[config.mk]
export PLATFORM = sky130hd
export DESIGN_NAME = pipeline_mem_lsu
export DESIGN_NICKNAME = d
export VERILOG_FILES = /design/src/rtl/mem_pkg.sv /design/src/rtl/lsu_align.sv /design/src/rtl/pipeline_mem_lsu.sv
export SDC_FILE = /design/constraint.sdc
export NUM_CORES = 1
export LEC_CHECK = 0
export ABC_AREA = 0
export BUFFER_PORTS_ARGS = -buffer_cell sky130_fd_sc_hd__buf_4
export CAP_MARGIN = 20
export CORE_ASPECT_RATIO = 0.7
export CORE_MARGIN = 2
export CORE_UTILIZATION = 45
export CTS_CLUSTER_DIAMETER = 30
export DETAILED_ROUTE_END_ITERATION = 16
export HOLD_SLACK_MARGIN = 0.05
export PLACE_DENSITY = 0.85
export REMOVE_ABC_BUFFERS = 1
export SETUP_SLACK_MARGIN = 0.3
export SLEW_MARGIN = 40
export SYNTH_ARGS = -nofsm -noshare
export SYNTH_HDL_FRONTEND = slang
export SYNTH_SLANG_ARGS = --single-unit
[constraint.sdc]
create_clock -name clk -period 3.5 [get_ports clk]
set_clock_uncertainty 0.2 [all_clocks]
set_input_delay 0.7 -clock clk [delete_from_list [all_inputs] [get_ports clk]]
set_output_delay 0.7 -clock clk [all_outputs]
set_load 0.02 [all_outputs]
[src/rtl/mem_pkg.sv]
// Shared definitions for the MEM-stage load/store unit: RV32I width codes,
// LSU state encoding and the funct3 legality rule.
package mem_pkg;

    localparam logic [2:0] F3_B  = 3'b000;
    localparam logic [2:0] F3_H  = 3'b001;
    localparam logic [2:0] F3_W  = 3'b010;
    localparam logic [2:0] F3_BU = 3'b100;
    localparam logic [2:0] F3_HU = 3'b101;

    localparam int BE_W = 4;

    typedef enum logic [1:0] {
        LSU_IDLE = 2'd0,
        LSU_BUSY = 2'd1,
        LSU_RESP = 2'd2
    } lsu_state_e;

    // Loads take all five codes; stores have no unsigned variants.
    function automatic logic f3_legal(input logic we, input logic [2:0] f3);
        logic ok;
        ok = 1'b0;
        case (f3)
            F3_B, F3_H, F3_W: ok = 1'b1;
            F3_BU, F3_HU:     ok = !we;
            default:          ok = 1'b0;
        endcase
        return ok;
    endfunction

endpackage

[src/rtl/lsu_align.sv]
// Combinational lane logic: byte enables, store-data replication, load
// extraction/extension and the misaligned/illegal classification.
module lsu_align
    import mem_pkg::*;
(
    input  logic            we,
    input  logic [2:0]      funct3,
    input  logic [1:0]      addr_lo,
    input  logic [31:0]     wdata,
    input  logic [31:0]     rdata,
    output logic [BE_W-1:0] be,
    output logic [31:0]     wdata_lane,
    output logic [31:0]     rdata_ext,
    output logic            misaligned,
    output logic            illegal
);

    logic [7:0]  byte_sel;
    logic [15:0] half_sel;

    always_comb begin
        byte_sel = 8'h00;
        case (addr_lo)
            2'd0: byte_sel = rdata[7:0];
            2'd1: byte_sel = rdata[15:8];
            2'd2: byte_sel = rdata[23:16];
            2'd3: byte_sel = rdata[31:24];
            default: byte_sel = 8'h00;
        endcase
        half_sel = addr_lo[1] ? rdata[31:16] : rdata[15:0];
    end

    always_comb begin
        be         = '0;
        wdata_lane = wdata;
        rdata_ext  = '0;
        misaligned = 1'b0;
        illegal    = !f3_legal(we, funct3);
        case (funct3)
            F3_B, F3_BU: begin
                be         = 4'b0001 << addr_lo;
                wdata_lane = {4{wdata[7:0]}};
                rdata_ext  = (funct3 == F3_B) ? {{24{byte_sel[7]}}, byte_sel}
                                              : {24'h000000, byte_sel};
            end
            F3_H, F3_HU: begin
                be         = addr_lo[1] ? 4'b1100 : 4'b0011;
                misaligned = addr_lo[0];
                wdata_lane = {2{wdata[15:0]}};
                rdata_ext  = (funct3 == F3_H) ? {{16{half_sel[15]}}, half_sel}
                                              : {16'h0000, half_sel};
            end
            F3_W: begin
                be         = 4'b1111;
                misaligned = |addr_lo;
                rdata_ext  = rdata;
            end
            default: ;
        endcase
    end

endmodule

[src/rtl/pipeline_mem_lsu.sv]
// MEM-stage load/store unit: IDLE/BUSY/RESP sequencer with a bus timeout,
// pipeline stall generation and one-cycle result/exception pulses.
module pipeline_mem_lsu
    import mem_pkg::*;
#(
    parameter int TIMEOUT_CYCLES = 16
) (
    input  logic            clk,
    input  logic            rst_n,
    input  logic            req_valid,
    input  logic            req_we,
    input  logic [2:0]      req_funct3,
    input  logic [31:0]     req_addr,
    input  logic [31:0]     req_wdata,
    input  logic            flush_in,
    output logic            stall_out,
    output logic            done_out,
    output logic [31:0]     load_data_out,
    output logic            misalign_out,
    output logic            fault_out,
    output logic            bus_req,
    output logic            bus_we,
    output logic [31:0]     bus_addr,
    output logic [BE_W-1:0] bus_be,
    output logic [31:0]     bus_wdata,
    input  logic            bus_ready,
    input  logic [31:0]     bus_rdata,
    output logic [1:0]      dbg_state
);

    localparam logic [1:0] S_IDLE = 2'(LSU_IDLE);
    localparam logic [1:0] S_BUSY = 2'(LSU_BUSY);
    localparam logic [1:0] S_RESP = 2'(LSU_RESP);

    localparam int CW = (TIMEOUT_CYCLES > 1) ? $clog2(TIMEOUT_CYCLES) : 1;
    localparam logic [CW-1:0] CNT_LAST = CW'(TIMEOUT_CYCLES - 1);

    logic [1:0]      state;
    logic            we_q;
    logic [2:0]      f3_q;
    logic [31:0]     addr_q;
    logic [31:0]     wdata_q;
    logic [31:0]     load_q;
    logic [CW-1:0]   cnt_q;
    logic            timeout_q;
    logic            misalign_q;
    logic            illegal_q;

    logic            idle, busy, resp;
    logic            req_take, accept, reject;
    logic            al_we;
    logic [2:0]      al_f3;
    logic [1:0]      al_addr_lo;
    logic [31:0]     al_wdata;
    logic [BE_W-1:0] al_be;
    logic [31:0]     al_wlane;
    logic [31:0]     al_rext;
    logic            al_mis;
    logic            al_ill;

    assign idle = (state == S_IDLE);
    assign busy = (state == S_BUSY);
    assign resp = (state == S_RESP);

    // One align instance: it classifies the incoming request in IDLE and
    // drives lanes from the latched request while BUSY.
    assign al_we      = busy ? we_q        : req_we;
    assign al_f3      = busy ? f3_q        : req_funct3;
    assign al_addr_lo = busy ? addr_q[1:0] : req_addr[1:0];
    assign al_wdata   = busy ? wdata_q     : req_wdata;

    lsu_align u_align (
        .we         (al_we),
        .funct3     (al_f3),
        .addr_lo    (al_addr_lo),
        .wdata      (al_wdata),
        .rdata      (bus_rdata),
        .be         (al_be),
        .wdata_lane (al_wlane),
        .rdata_ext  (al_rext),
        .misaligned (al_mis),
        .illegal    (al_ill)
    );

    assign req_take = idle && req_valid && !flush_in;
    assign accept   = req_take && !al_mis && !al_ill;
    assign reject   = req_take && (al_mis || al_ill);

    always_ff @(posedge clk or negedge rst_n) begin
        if (!rst_n) begin
            state      <= S_IDLE;
            we_q       <= 1'b0;
            f3_q       <= 3'b000;
            addr_q     <= '0;
            wdata_q    <= '0;
            load_q     <= '0;
            cnt_q      <= '0;
            timeout_q  <= 1'b0;
            misalign_q <= 1'b0;
            illegal_q  <= 1'b0;
        end else begin
            misalign_q <= reject && al_mis;
            illegal_q  <= reject && !al_mis && al_ill;
            case (state)
                S_IDLE: begin
                    if (accept) begin
                        we_q      <= req_we;
                        f3_q      <= req_funct3;
                        addr_q    <= req_addr;
                        wdata_q   <= req_wdata;
                        cnt_q     <= '0;
                        timeout_q <= 1'b0;
                        state     <= S_BUSY;
                    end
                end
                S_BUSY: begin
                    // Ready wins over a timeout landing in the same cycle.
                    if (bus_ready) begin
                        load_q    <= we_q ? 32'h0 : al_rext;
                        timeout_q <= 1'b0;
                        state     <= S_RESP;
                    end else if (cnt_q == CNT_LAST) begin
                        load_q    <= '0;
                        timeout_q <= 1'b1;
                        state     <= S_RESP;
                    end else begin
                        cnt_q <= cnt_q + 1'b1;
                    end
                end
                S_RESP:  state <= S_IDLE;
                default: state <= S_IDLE;
            endcase
        end
    end

    // Bus handshake: while bus_req is high the address, byte enables, write
    // flag and write data hold steady; the transfer completes in the cycle
    // bus_ready is sampled high, and bus_rdata is only looked at then.
    assign bus_req   = busy;
    assign bus_we    = busy && we_q;
    assign bus_addr  = busy ? {addr_q[31:2], 2'b00} : 32'h0;
    assign bus_be    = busy ? al_be : '0;
    assign bus_wdata = (busy && we_q) ? al_wlane : 32'h0;

    assign stall_out     = accept || busy;
    assign done_out      = resp;
    assign load_data_out = resp ? load_q : 32'h0;
    assign misalign_out  = misalign_q;
    assign fault_out     = illegal_q || (resp && timeout_q);
    assign dbg_state     = state;

endmodule

==> summary.md <==
| Metric | Value |
|---|---|
| Synth area leaders | dfrtp_1 (46%), mux2_1 (13%), and2_1 (7.0%) |
| Drt pass-1 iters | 7 |
| Synth Instances | around 540 |
| Data required time at the worst endpoint | around 2600 ps |
| Max Freq | around 310 MHz |
| Crit end category | output pin |
| Fin crit share | 0.914 |
| Final setup viols | 0 |
| Synth Warn # | 0 |
| Setup Crit Path Kind | reg -> out |
| Power, Total | roughly 6.4 mW |
| Mapped Area | 5880 sq um |
| Mean area per synthesized cell | between 10 and 15 sq um |
| Initial Util | 0.467 |
| Root Buffer | clkbuf_16 |
| Iter 0 DRT Violations | about 660 |
| ANT cells | 0 |
| Finished Core Util | 0.652 |
| Flop and latch count out of synthesis | roughly 110 |
| Post-DRT Antenna Nets | 0 |
| Outcome | completed |
| # clock sinks | around 110 |
| Die ar. | between 10000 and 15000 sq um |
| Post-synth top area cell | dfrtp_1 |
| Num CTS Buffers | 9 |
| Max-slew headroom at the worst pin | 0.534 |
| Max Root-Sink Buffers | 2 |
| Leakage | 3.94 nW |
| Via/cell ratio | 5.82 |
| Max Cap Viol | 0 |
| # fillers | between 900 and 1000 |
| Row count | 34 |
| Minimum clock period | between 3000 and 4000 ps |
| Hold crit path type | in -> async |
| Startpoint types | register |
| Reg2Reg Launch Point | dbg_state[0]$_DFFE_PN0P_ |
| Initial antenna violation count | 0 |
| Post-DP HPWL | approximately 13000 um |
| Layout cells sized above 1 | 0.383 |
| Fin nets | between 800 and 900 |
| IO Count | ~210 |
| Worst EP arrival | approximately 2300 ps |
| Distinct cells, synth | 60 |
| Post-synth top flop | dfrtp_1 |
| Die W | ~140 um |
| Max Slew Vio Count | 0 |
| Highest routed layer | met4 |
| Grt ovf | 0 |
| Routability-driven placement congestion ratio | a little over 0.9 |
| Post-Route WL | about 19000 um |
| CP Launch Point | dbg_state[1]$_DFFE_PN0P_ |
| DR WL met2 | roughly 9000 um |
| Endpoints failing hold | 0 |
| Met3 WL | approximately 1300 um |
| Synth async-reset ratio | 1.00 |
| Register area share after synthesis | 0.464 |
| Routed len/inst | ~20 um |
| RSZ-0062 raised after global routing | yes |
| Met1 WL | 7800 um |
| Core Footprint | 12600 sq um |
| Vias in the first global route | around 5500 |
| All-Layer GR Usage | 0.265 |
| Largest net degree at the start of global routing | 77 |
| Global-route wire length before repair | about 30000 um |
| H-tree depth | 3 |
| Post-synth EDFFs | 0 |
| CTS tree | yes |
| Worst slew pin tran | 700 ps |
| Clk_lat worst skew | around 350 ps |
| Setup_tns | 0 ps |
| Crit Path Max Fanout | 7 |
| VDD IR max | between 0.4 and 0.5 mV |
| DRC errors left | 0 |
| Port buffer count | 210 |
| Area grow syn2layout | 39.6% |
| Routed via count | 5360 |
| Power density cells | 782 nW/um^2 |
| Die H | between 90 and 100 um |
| Top cell type's share of synthesized area | 0.464 |
| Clk slew on worst S/H paths | roughly 80 ps |
## layout make-up
| class | count | area, sq um | area share |
|---|---|---|---|
| Timing Repair Buffer | 241 | 1890 | 0.230 |
| Timing Repair inverter | 1 | 6.26 | 0.000762 |
| Tap cell | 162 | 203 | 0.0247 |
| Clock buffer | 10 | 239 | 0.0291 |
| Clock inverter | 6 | 62.6 | 0.00762 |
| Inverter | 5 | 35.0 | 0.00427 |
| Sequential cell | 109 | 2730 | 0.332 |
| Multi-Input combinational cell | 387 | 3050 | 0.371 |
## layer usage
layer  track usage  vias to the layer above
met5             0                        -
li1              -                     2404
met4        0.0923                        0
met2         0.441                      283
met3        0.0438                       44
met1         0.355                     2629
## placed cells by master (no fill, tap or decap), drive strengths merged, types with 10 or more instances in the layout
master | Yosys | layout
clkbuf | 19 | 10
o21ai | 12 | 12
mux2 | 68 | 68
a21oi | 32 | 32
dfrtp | 109 | 109
buf | 18 | 241
nand2 | 37 | 37
a221o | 19 | 19
and2 | 66 | 66
nor2 | 25 | 25
mux2i | 26 | 26
## registers in the layout (all words and copies together), names as in the netlist
| name | count |
|---|---|
| cnt_q | 4 |
| wdata_q | 32 |
| f3_q | 3 |
| dbg_state | 2 |
| we_q | 1 |
| timeout_q | 1 |
| addr_q | 32 |
| illegal_q | 1 |
| load_q | 32 |
| misalign_out | 1 |
## power breakdown
group	switching, mW	internal [mW]	total (mW)
Combinational	1.71	1.44	3.15
Sequential	0.421	1.83	2.25
Clock	0.508	0.522	1.03
## critical path, stage by stage, from the launching register on
cell	delay, ps
dfrtp_1	390
nand2b_4	180
buf_12	140
inv_12	70
mux2i_4	370
nand2b_1	220
o21ai_0	290
a21oi_1	100
buf_4	180
## cells by family (layout without fill, tap and decap cells)
logic type | count (synthesis) | count (layout) | synth area share
buffers and inverters | 42 | 263 | 0.0408
adder cells (fa/ha/maj) | 1 | 1 | 0.00213
flip-flops | 109 | 109 | 0.464
multiplexers | 94 | 94 | 0.179
other | 1 | 2 | 0.000637
AND/OR/NAND/NOR | 169 | 169 | 0.156
AO/OA/AOI/OAI | 119 | 119 | 0.155
XOR/XNOR | 2 | 2 | 0.00298
## stage by stage
step | area [sq um] | hold slack [ps] | setup WS, ps | std cells
3_3_place_gp | 7630 | 259 | 393 | 893
6_report | 8210 | 146 | 300 | 921
4_1_cts | 8130 | 198 | 306 | 917
5_1_grt | 8210 | 218 | 203 | 921
2_1_floorplan | 5670 | 204 | -3010 | 501
3_5_place_dp | 7640 | 268 | 356 | 893
## cell usage after synthesis, drive strengths merged (2+ instances only)
cell type / number
dfrtp: 109
nand3: 5
a211oi: 2
nand2b: 7
clkbuf: 19
nand2: 37
a22oi: 5
a21o: 4
nor3: 7
o21a: 3
o22ai: 4
nor2: 25
and3b: 2
o211ai: 2
o2bb2ai: 4
mux2i: 26
inv: 4
or2: 2
a222oi: 7
buf: 18
a2111oi: 2
a31oi: 5
a221oi: 4
or4b: 2
a21oi: 32
mux2: 68
nand3b: 2
and3: 8
and2: 66
o221ai: 7
o21ai: 12
nor2b: 2
a221o: 19
## worst paths after layout
| check | endpoint | slack (ps) | depth (start not counted) |
|---|---|---|---|
| max | bus_wdata[15] | 300 | 8 |
| min | addr_q[21]$_DFFE_PN0P_ | 150 | 1 |
| max reg2reg | load_q[17]$_DFFE_PN0P_ | 610 | 10 |
| min reg2reg | addr_q[8]$_DFFE_PN0P_ | 280 | 1 |
| max in group asynchronous | load_q[0]$_DFFE_PN0P_ | 2210 | 2 |
| min in group clk | addr_q[8]$_DFFE_PN0P_ | 280 | 1 |
## what timing repair did
action,CTS,global route
gates resized for setup,28,12
setup endpoints to repair,22,23
hold buffers,0,0
setup buffers,7,3
pin swaps,3,3
gates cloned,1,0
No activity file was read; power rests on OpenSTA's default activity.
